==> src/rtl/spi_slave.sv <==
// spi_slave: SPI mode-0 slave with an 8-bit transmit holding register.
//
// Ports:
//   clk, reset        system clock; synchronous active-high reset
//   spi_clk, mosi, cs SPI master signals (asynchronous to clk, cs active low)
//   miso              serial data to master, MSB first (0 while idle)
//   tx_data/tx_valid  next byte to transmit; accepted when tx_ready is high
//   tx_ready          holding register empty
//   rx_data/rx_valid  last complete received byte; rx_valid pulses once per byte
//   tx_underrun       one-cycle pulse when FILL_BYTE is loaded for lack of data
//   busy              transaction active (synchronized cs low)
module spi_slave #(
  parameter logic [7:0] FILL_BYTE = 8'h00
) (
  input  logic       clk,
  input  logic       reset,
  input  logic       spi_clk,
  input  logic       mosi,
  input  logic       cs,
  output logic       miso,
  input  logic [7:0] tx_data,
  input  logic       tx_valid,
  output logic       tx_ready,
  output logic [7:0] rx_data,
  output logic       rx_valid,
  output logic       tx_underrun,
  output logic       busy
);

  typedef enum logic {IDLE, ACTIVE} state_t;

  state_t      state, state_next;

  // [0],[1] form the synchronizer, [2] is the edge-history flop.
  logic [2:0]  sclk_sr;
  logic [2:0]  cs_sr;
  logic [2:0]  mosi_sr;

  logic [7:0]  tx_shift;
  logic [7:0]  rx_shift;
  logic [7:0]  hold;
  logic        hold_valid;
  logic [2:0]  bit_cnt;

  logic        sclk_rise, sclk_fall, cs_fall, cs_rise;
  logic        in_active, load, accept;
  logic [7:0]  rx_next;

  // mosi is taken from its history stage: it is one cycle older than the
  // spi_clk sample that flags the edge, well inside the mosi stability window.
  always_comb begin
    sclk_rise = sclk_sr[1] & ~sclk_sr[2];
    sclk_fall = ~sclk_sr[1] & sclk_sr[2];
    cs_fall   = ~cs_sr[1] & cs_sr[2];
    cs_rise   = cs_sr[1] & ~cs_sr[2];
    in_active = (state == ACTIVE) && !cs_rise;
    load      = ((state == IDLE) && cs_fall) ||
                (in_active && sclk_fall && (bit_cnt == 3'd0));
    accept    = tx_valid && !hold_valid;
    rx_next   = {rx_shift[6:0], mosi_sr[2]};
  end

  // State register
  always_ff @(posedge clk) begin
    if (reset) state <= IDLE;
    else       state <= state_next;
  end

  // Next-state logic
  always_comb begin
    state_next = state;
    case (state)
      IDLE:    if (cs_fall) state_next = ACTIVE;
      ACTIVE:  if (cs_rise) state_next = IDLE;
      default: state_next = IDLE;
    endcase
  end

  // Output logic
  always_comb begin
    busy     = (state == ACTIVE);
    miso     = (state == ACTIVE) ? tx_shift[7] : 1'b0;
    tx_ready = !hold_valid;
  end

  // Synchronizers
  always_ff @(posedge clk) begin
    if (reset) begin
      sclk_sr <= '0;
      cs_sr   <= '1;
      mosi_sr <= '0;
    end else begin
      sclk_sr <= {sclk_sr[1:0], spi_clk};
      cs_sr   <= {cs_sr[1:0], cs};
      mosi_sr <= {mosi_sr[1:0], mosi};
    end
  end

  // Datapath
  always_ff @(posedge clk) begin
    if (reset) begin
      tx_shift    <= '0;
      rx_shift    <= '0;
      hold        <= '0;
      hold_valid  <= 1'b0;
      bit_cnt     <= '0;
      rx_data     <= '0;
      rx_valid    <= 1'b0;
      tx_underrun <= 1'b0;
    end else begin
      rx_valid    <= 1'b0;
      tx_underrun <= 1'b0;

      if (load) begin
        tx_shift    <= hold_valid ? hold : FILL_BYTE;
        tx_underrun <= !hold_valid;
      end else if (in_active && sclk_fall) begin
        tx_shift <= {tx_shift[6:0], 1'b0};
      end

      // A byte accepted in the same cycle as an empty-holding load is kept
      // for the following byte; accept can only fire while holding is empty.
      if (load && hold_valid) begin
        hold_valid <= 1'b0;
      end else if (accept) begin
        hold       <= tx_data;
        hold_valid <= 1'b1;
      end

      if ((state == ACTIVE) && cs_rise) begin
        bit_cnt  <= '0;
        rx_shift <= '0;
      end else if (in_active && sclk_rise) begin
        rx_shift <= rx_next;
        bit_cnt  <= bit_cnt + 3'd1;
        if (bit_cnt == 3'd7) begin
          rx_data  <= rx_next;
          rx_valid <= 1'b1;
        end
      end
    end
  end

endmodule

==> config.mk <==
export PLATFORM = sky130hd
export DESIGN_NAME = spi_slave
export DESIGN_NICKNAME = d
export VERILOG_FILES = /design/src/rtl/spi_slave.sv
export SDC_FILE = /design/constraint.sdc
export NUM_CORES = 1
export LEC_CHECK = 0
export ABC_AREA = 0
export CAP_MARGIN = 25
export CORE_MARGIN = 8
export CORE_UTILIZATION = 50
export CTS_CLUSTER_SIZE = 28
export DETAILED_ROUTE_END_ITERATION = 6
export GPL_TIMING_DRIVEN = 0
export PLACE_DENSITY = 0.8
export SLEW_MARGIN = 25
export SYNTH_ARGS = -nofsm -noshare
export SYNTH_HDL_FRONTEND = slang
export SYNTH_SLANG_ARGS = --single-unit
export TNS_END_PERCENT = 100
==> constraint.sdc <==
create_clock -name clk -period 1.65 [get_ports clk]
set_input_delay 0.2475 -clock clk [delete_from_list [all_inputs] [get_ports clk]]
set_output_delay 0.2475 -clock clk [all_outputs]
set_load 0.005 [all_outputs]
==> flow_summary.toml, run 1 <==
[run_status]
status = "finished, final reports clean"

[worst_hold_path]
min_path_type = "in2reg"

[clock_network]
clk_pin_slew_ns = 0.13
cts_buffer_depth = 2
cts_tree = "yes"
worstSkewPairLatency_ns = 0.36
cts_root_buffer = "clkbuf_4"
cts_buffers = 5
htree_levels = 2
clock-sinks = 47

[place]
dp_cells = 241
place_ws_ns = 0.0734
numPortBuffers = 25
dp_hpwl_mm = 2.55
gp_congestion = 0.810

[route]
vias = 1294
viasPerCell = 5.13
drtPass1Iterations = 4
wire_per_inst_um = 13.8
routed_wl_mm = 3.49
drc = 0
dr.first_iter.drc_count = 55
antenna_left = 0

[critical_path]
start_kind = "flop"
required_ns = 1.90
critPathArrivalTime_ns = 1.83
crit_path_end_kind = "flop"
worstSetupPathType = "reg2reg"
critPathMaxFanout = 10

[floorplanning]
fp-row-count = 21
dieArea_um2 = 5690
pin_count = 27
core_um2 = 3360
fp.dieH_um = 75.4
die_w_um = 75.4
start_util_pct = 52.5

[timing]
setup_violations = 0
fmax_mhz = 633
relSlewSlack_pct = 64.1
maxSlewViolCount = 0
period_needed_ns = 1.58
rsz0062_at_grt = "yes"
worst_pin_slew_ns = 0.539
setup_ws_ns = 0.0695
min_period_over_period_pct = 95.8
hold_viol = 0
skew_ns = 0.00868

[synth]
ys_seq_area_share_pct = 53.3
synth_edf_count = 0
netlist-cell-type-count = 29
async_flop_share_pct = 0
synth_area_um2 = 1770
synth_flop_cell = "dfxtp_1"
syn_nets = 187
syn_avg_cell_area_um2 = 10.4
synthCells = 170
synth_seq_cells = 47
ys_warn_count = 0

[global_route]
grt_pass1_vias = 1330
overflow = 0
grt_antenna_before_repair = 0
grt.total_usage_pct = 13.6
grt_max_degree = 15
grt_pass1_wl_mm = 5.78

[final_layout]
final_core_util_pct = 64.5
fin_nets = 222
areaGrowthSynthToFinish_pct = 22.8
mostFrequentLayoutCells = "dfxtp_1, nor2_1, mux2i_1, clkdlybuf4s50_1, nor2b_1"
diodes = 0
nFillCells = 294
fin_cells = 252
final_common_cell = "dfxtp_1"
drive_above_1_share_pct = 14.1

[flow_run]
max-cap-violations = 0

[power]
powerDensity_nw_per_um2 = 862
peakVddDrop_mv = 0.512
p_leak_nw = 0.956
p_total_mw = 1.87
==> logic make-up after synthesis <==
family                     count (synthesis)  share of synthesized area (%)
AOI/OAI and AO/OA                         14                           7.93
and+or+nand+nor                           66                           18.1
buffers and inverters                     14                           3.89
muxes                                     25                           14.2
adders and majority gates                  3                           2.12
DFF                                       47                           53.3
xor gates and xnor gates                   1                          0.496
==> path summary, 6_finish.rpt <==
check	startpoint	end	slack, ns	cells past startpoint
hold / removal	reset	mosi_sr[0]	0.25	2
setup reg to reg	busy	tx_shift[3]	0.07	7
setup / recovery	busy	tx_shift[3]	0.07	7
hold reg to reg	cs_sr[0]	cs_sr[1]	0.43	1
==> state kept, by name, indices dropped and copies added, names as in the netlist <==
name and flops:
busy 1, rx_valid 1, tx_underrun 1, rx_shift 7, tx_shift 8, mosi_sr 3, cs_sr 3, hold 8
rx_data 8, sclk_sr 3, bit_cnt 3, hold_valid 1
==> cell usage after synthesis, drive strengths merged, types with 2 or more instances <==
master,number,share of area [%]
a21oi,2,0.57
inv,5,1.1
nor2b,9,3.2
nand3,2,0.57
clkbuf,4,0.85
ha,3,2.1
or2,3,1.1
buf,5,2.0
dfxtp,47,53
mux2i,25,14
a221oi,7,3.5
nor2,39,8.4
nor3,7,2.0
==> critical path, cell delays in order, from the launching register on <==
cell and delay (ns):
dfxtp_2 0.35, buf_6 0.11, buf_4 0.16, nor3b_4 0.26
buf_4 0.17, a41oi_4 0.06, a221oi_1 0.29, nor3_1 0.08
==> area by class of cell <==
type	count	area, um^2	share of cell area, %
Multi-Input combinational cell	109	774	35.7
Sequential cell	47	943	43.5
Clock inverter	2	12.5	0.577
Tap cell	46	57.6	2.65
Buffer	9	50.0	2.31
Timing Repair Buffer	28	272	12.5
Inverter	5	18.8	0.865
Clock buffer	6	41.3	1.90
==> report_power, final <==
group          total (mW)  internal [mW]  switching (mW)
logic               0.166         0.0857          0.0799
clock network       0.513          0.165           0.348
registers            1.19           1.17          0.0213
total                1.87           1.42           0.449
==> metal layers <==
layer  routed length, um  up-vias  global-route usage, %
met5                   0        -                      0
li1                    -      649                      -
met2                1900       20                   25.3
met3                 150        6                   4.34
met1                1380      619                   13.6
met4                  52        0                   5.12
==> stage by stage <==
step	setup TNS, ns	cell area, um^2	hold slack [ns]
after global routing	-0.246	2170	0.267
after floorplan	0	1770	0.351
after global placement	0	2070	0.399
after detailed placement	0	2070	0.410
after CTS	0	2140	0.255
final	0	2170	0.249
==> timing repair <==
| item | in CTS | in global routing |
|---|---|---|
| setup buffers | 1 | 2 |
| pin swaps | 0 | 1 |
| resized for setup | 2 | 4 |
| setup endpoints to repair | 1 | 8 |
| hold buffers | 0 | 0 |
No activity file was read; power rests on OpenSTA's default activity.
==> run 2: changes to the inputs <==
- CORE_UTILIZATION: 50 -> 40
- CTS_BUF_LIST: unset -> sky130_fd_sc_hd__clkbuf_4 sky130_fd_sc_hd__clkbuf_8
- PLACE_DENSITY: 0.8 -> 0.67
==> run 2 against run 1 <==
Compared with the run above:
- non-clock buffer count rose by 1
- power rose by 9.0%
- die area rose by 19%
- sequential share of layout area fell by 1.0 points
- clock skew fell by 0.0066 ns
- sequential cell count did not move
- critical endpoint is now miso
==> flow_summary.toml, run 2 (synthesis gave the netlist of run 1 again) <==
[global_route]
grt.total_usage_pct = 10.5
grt_pass1_vias = 1192
overflow = 0
grt_antenna_before_repair = 0
grt_pass1_wl_mm = 5.43
grt_max_degree = 14

[route]
routed_wl_mm = 3.21
wire_per_inst_um = 12.4
drtPass1Iterations = 4
viasPerCell = 4.82
dr.first_iter.drc_count = 120
vias = 1248
drc = 0
antenna_left = 0

[clock_network]
worstSkewPairLatency_ns = 0.29
clock-sinks = 47
cts_buffers = 5
htree_levels = 2
cts_hold_buf = 0
cts_root_buffer = "clkbuf_8"
clk_pin_slew_ns = 0.08
cts_buffer_depth = 2
cts_tree = "yes"

[critical_path]
r2r-end = "tx_shift[1]"
critPathArrivalTime_ns = 1.35
critPathMaxFanout = 2
worstSetupPathType = "reg2out"
max_stage_delay_ns = 0.44
rr_worst_depth = 7
path_cells = "buf_6, and2_2, clkdlybuf4s50_1"
required_ns = 1.40
rrSetupSlack_ns = 0.13
crit_path_end_kind = "output pin"
r2r_start = "busy"
start_kind = "flop"
cp_slowest_cell = "clkdlybuf4s50_1"

[timing]
relSlewSlack_pct = 65.7
maxSlewViolCount = 0
min_period_over_period_pct = 96.7
rsz0062_at_grt = "no"
skew_ns = 0.00209
setup_ws_ns = 0.0543
hold_viol = 0
worst_pin_slew_ns = 0.515
setup_violations = 0
fmax_mhz = 627
setup_tns_ns = 0
period_needed_ns = 1.60

[power]
p_total_mw = 2.04
powerDensity_nw_per_um2 = 918
p_leak_nw = 0.977
peakVddDrop_mv = 0.697

[final_layout]
final_cell_area_um2 = 2220
mostFrequentLayoutCells = "dfxtp_1, nor2_1, mux2i_1, clkdlybuf4s50_1, nor2b_1"
final_common_cell = "dfxtp_1"
areaGrowthSynthToFinish_pct = 25.6
regArea_um2 = 942
top_regs = "hold: 8 flops, rx_data: 8 flops, tx_shift: 8 flops"
drive_above_1_share_pct = 14.0
diodes = 0
nFillCells = 411
fin_nets = 223
multi_input_comb_area_um2 = 774

[floorplanning]
start_util_pct = 41.1
fp.dieH_um = 82.5
fp-row-count = 24
core_um2 = 4290
pin_count = 27
dieArea_um2 = 6800
die_w_um = 82.5

[place]
dp_hpwl_mm = 2.24
place_ws_ns = 0.0983
numPortBuffers = 25
placed_cell_area_um2 = 2080
gp_congestion = 0.771

[flow_run]
max-cap-violations = 0

[worst_hold_path]
min_from = "reset"
min_path_cells = 2
min_path_type = "in2reg"
holdPathEnd = "sclk_sr[1]"

[run_status]
status = "finished, final reports clean"
-- run 2: repair_timing --
item,in CTS,in global routing
gates resized for setup,1,3
pin swaps,0,1
setup buffers,2,2
setup endpoints to repair,1,7
-- run 2: layout make-up --
type	instances	share of cell area, %
repair buffers	29	12.6
multi-input cells	109	34.9
clock inverters	1	0.225
well taps	52	2.93
clock buffers	7	3.78
flip-flops and latches	47	42.4
plain buffers	9	2.25
inverters	5	0.846
-- run 2: routing by layer --
layer	wire (um)	global-route usage, %	up-vias
met5	0	0	-
met3	163	4.44	4
met4	47	4.21	0
met1	1540	12.4	577
met2	1460	16.4	22
li1	-	-	645
-- run 2: how the worst max path moves through the flow --
stage              from          end  slack [ns]
2_1_floorplan      busy  tx_shift[1]        0.28
3_3_place_gp   tx_valid      hold[2]        0.12
3_5_place_dp   tx_valid      hold[6]         0.1
4_1_cts            busy  tx_shift[1]        0.03
5_1_grt            busy         miso       0.003
6_report           busy         miso        0.05
-- run 2: critical path, delay by kind of cell (launching register included) --
kind,cells,cell delay (ns)
flip-flops,1,0.33
AND/OR/NAND/NOR,1,0.18
buffers and inverters,2,0.55
-- run 2: per-stage QoR --
stage	util (%)	cells	hold slack, ns
5_1_grt	51.7	259	0.358
3_5_place_dp	48.5	247	0.396
3_3_place_gp	48.5	247	0.391
4_1_cts	50.9	257	0.336
2_1_floorplan	-	170	0.351
6_report	51.7	259	0.333
-- run 2: power by group --
part | leakage, nW | switching, mW | internal (mW)
Clock | 0.0491 | 0.354 | 0.330
Combinational | 0.545 | 0.0775 | 0.0870
Sequential | 0.383 | 0.0204 | 1.17
Total | 0.977 | 0.452 | 1.59
==> run 3: changes to the inputs <==
- CORE_UTILIZATION: 40 -> 25
- PLACE_DENSITY: 0.67 -> 0.48
==> run 3 against run 2 <==
Compared with the run above:
- worst setup slack improved by 0.086 ns
- combinational power is 5% lower
- sequential cell count unchanged
- clock skew is 0.0036 ns higher
- final cell count up 15%
- via count is 0.88% lower
- die area increased by 47%
- non-clock buffer count fell by 4
- register-to-register slack gained 0.03 ns
- global-route usage fell by 2.9 points
- critical endpoint is now tx_ready
- highest routed layer unchanged
==> flow_summary.toml, run 3 (synthesis gave the netlist of run 1 again) <==
[global_route]
grt_pass1_wl_mm = 6.04
grt_pass1_vias = 1276
grt_antenna_before_repair = 0
grt.total_usage_pct = 7.54
grt_max_degree = 15
overflow = 0

[timing]
hold_viol = 0
setup_ws_ns = 0.140
rsz0062_at_grt = "no"
skew_ns = 0.00566
period_needed_ns = 1.51
worst_pin_slew_ns = 0.525
min_period_over_period_pct = 91.5
maxSlewViolCount = 0
fmax_mhz = 662
relSlewSlack_pct = 65.0
setup_tns_ns = 0
setup_violations = 0

[power]
p_leak_nw = 0.964
peakVddDrop_mv = 0.492
powerDensity_nw_per_um2 = 982

[clock_network]
postCtsSetupBuffers = 0
clock-sinks = 47
cts_buffers = 5
htree_levels = 2
cts_tree = "yes"
clk_pin_slew_ns = 0.08
cts_buffer_depth = 2
cts_root_buffer = "clkbuf_8"
worstSkewPairLatency_ns = 0.30
cts_hold_buf = 0

[floorplanning]
core_um2 = 6830
pin_count = 27
dieArea_um2 = 10000
start_util_pct = 25.9
fp-row-count = 30
fp.dieH_um = 100
die_w_um = 100

[critical_path]
critPathMaxFanout = 6
required_ns = 1.40
worstSetupPathType = "reg2out"
crit_path_end_kind = "output pin"
start_kind = "flop"
critPathArrivalTime_ns = 1.26

[final_layout]
fin_nets = 219
final_common_cell = "dfxtp_1"
drive_above_1_share_pct = 11.3
diodes = 0
final_cell_area_um2 = 2260
mostFrequentLayoutCells = "dfxtp_1, nor2_1, mux2i_1, clkdlybuf4s50_1, nor2b_1"
top_regs = "hold: 8 flops, rx_data: 8 flops, tx_shift: 8 flops"
areaGrowthSynthToFinish_pct = 27.9

[place]
gp_congestion = 0.694
place_ws_ns = 0.103
numPortBuffers = 25
placed_cell_area_um2 = 2140
dp_hpwl_mm = 2.45

[route]
wire_per_inst_um = 11.4
drc = 0
vias = 1237
routed_wl_mm = 3.41
viasPerCell = 4.14
drtPass1Iterations = 4
antenna_left = 0
dr.first_iter.drc_count = 46

[worst_hold_path]
min_path_type = "in2reg"

[flow_run]
max-cap-violations = 0

[run_status]
status = "finished, final reports clean"
==> run 3: cell types whose count changed in the layout (fill, tap and decap cells not counted), sizes merged <==
cell and delta:
buf -4, bufinv +1, clkbuf -1, clkdlybuf4s50 -1, dlygate4sd2 +1
==> run 3: final timing paths <==
| path | start | to | slack [ns] | depth (start not counted) |
|---|---|---|---|---|
| setup / recovery | hold_valid | tx_ready | 0.14 | 2 |
| hold / removal | reset | mosi_sr[1] | 0.33 | 2 |
| setup reg to reg | bit_cnt[0] | tx_shift[7] | 0.16 | 6 |
| hold reg to reg | cs_sr[0] | cs_sr[1] | 0.42 | 1 |
==> run 3: cell type report <==
type | count | area [um^2]
buffer | 9 | 50.0
clock buffer | 6 | 82.6
clock inverter | 2 | 35.0
fill | 755 | 4570
inverter | 5 | 18.8
multi-input combinational | 109 | 762
sequential | 47 | 942
tap | 96 | 120
timing repair buffer | 25 | 249
==> run 3: timing repair <==
action | in CTS | in global routing
endpoints found under the setup margin | 1 | 2
gates cloned | 0 | 0
resized for setup | 2 | 1
endpoints found under the hold margin | 0 | 0
==> run 3: per-layer routing <==
layer / vias up / GRT usage (%) / wire length, um
li1: 642 / - / -
met1: 569 / 8.83 / 1660
met2: 22 / 11.6 / 1490
met3: 4 / 3.46 / 225
met4: 0 / 3.14 / 40
met5: - / 0 / 0
==> run 3: critical path: stages (launching register included) <==
cell,delay [ns]
dfxtp_1,0.45
inv_1,0.06
clkdlybuf4s50_1,0.45
==> run 3: through the flow <==
step / total power [mW] / hold slack [ns] / util, % / std cells
2_1_floorplan: 1.31 / 0.351 / - / 170
3_5_place_dp: 1.37 / 0.403 / 31.3 / 291
3_3_place_gp: 1.37 / 0.392 / 31.3 / 291
6_report: 2.22 / 0.334 / 33.1 / 299
5_1_grt: 2.33 / 0.374 / 33.1 / 299
4_1_cts: 2.26 / 0.350 / 33.0 / 299
==> run 3: power breakdown <==
| part | total, mW | switching [mW] | internal [mW] | leakage, nW |
|---|---|---|---|---|
| Clock | 0.875 | 0.385 | 0.491 | 0.0612 |
| Combinational | 0.156 | 0.0756 | 0.0802 | 0.519 |
| Sequential | 1.19 | 0.0200 | 1.17 | 0.383 |
| Total | 2.22 | 0.480 | 1.74 | 0.964 |
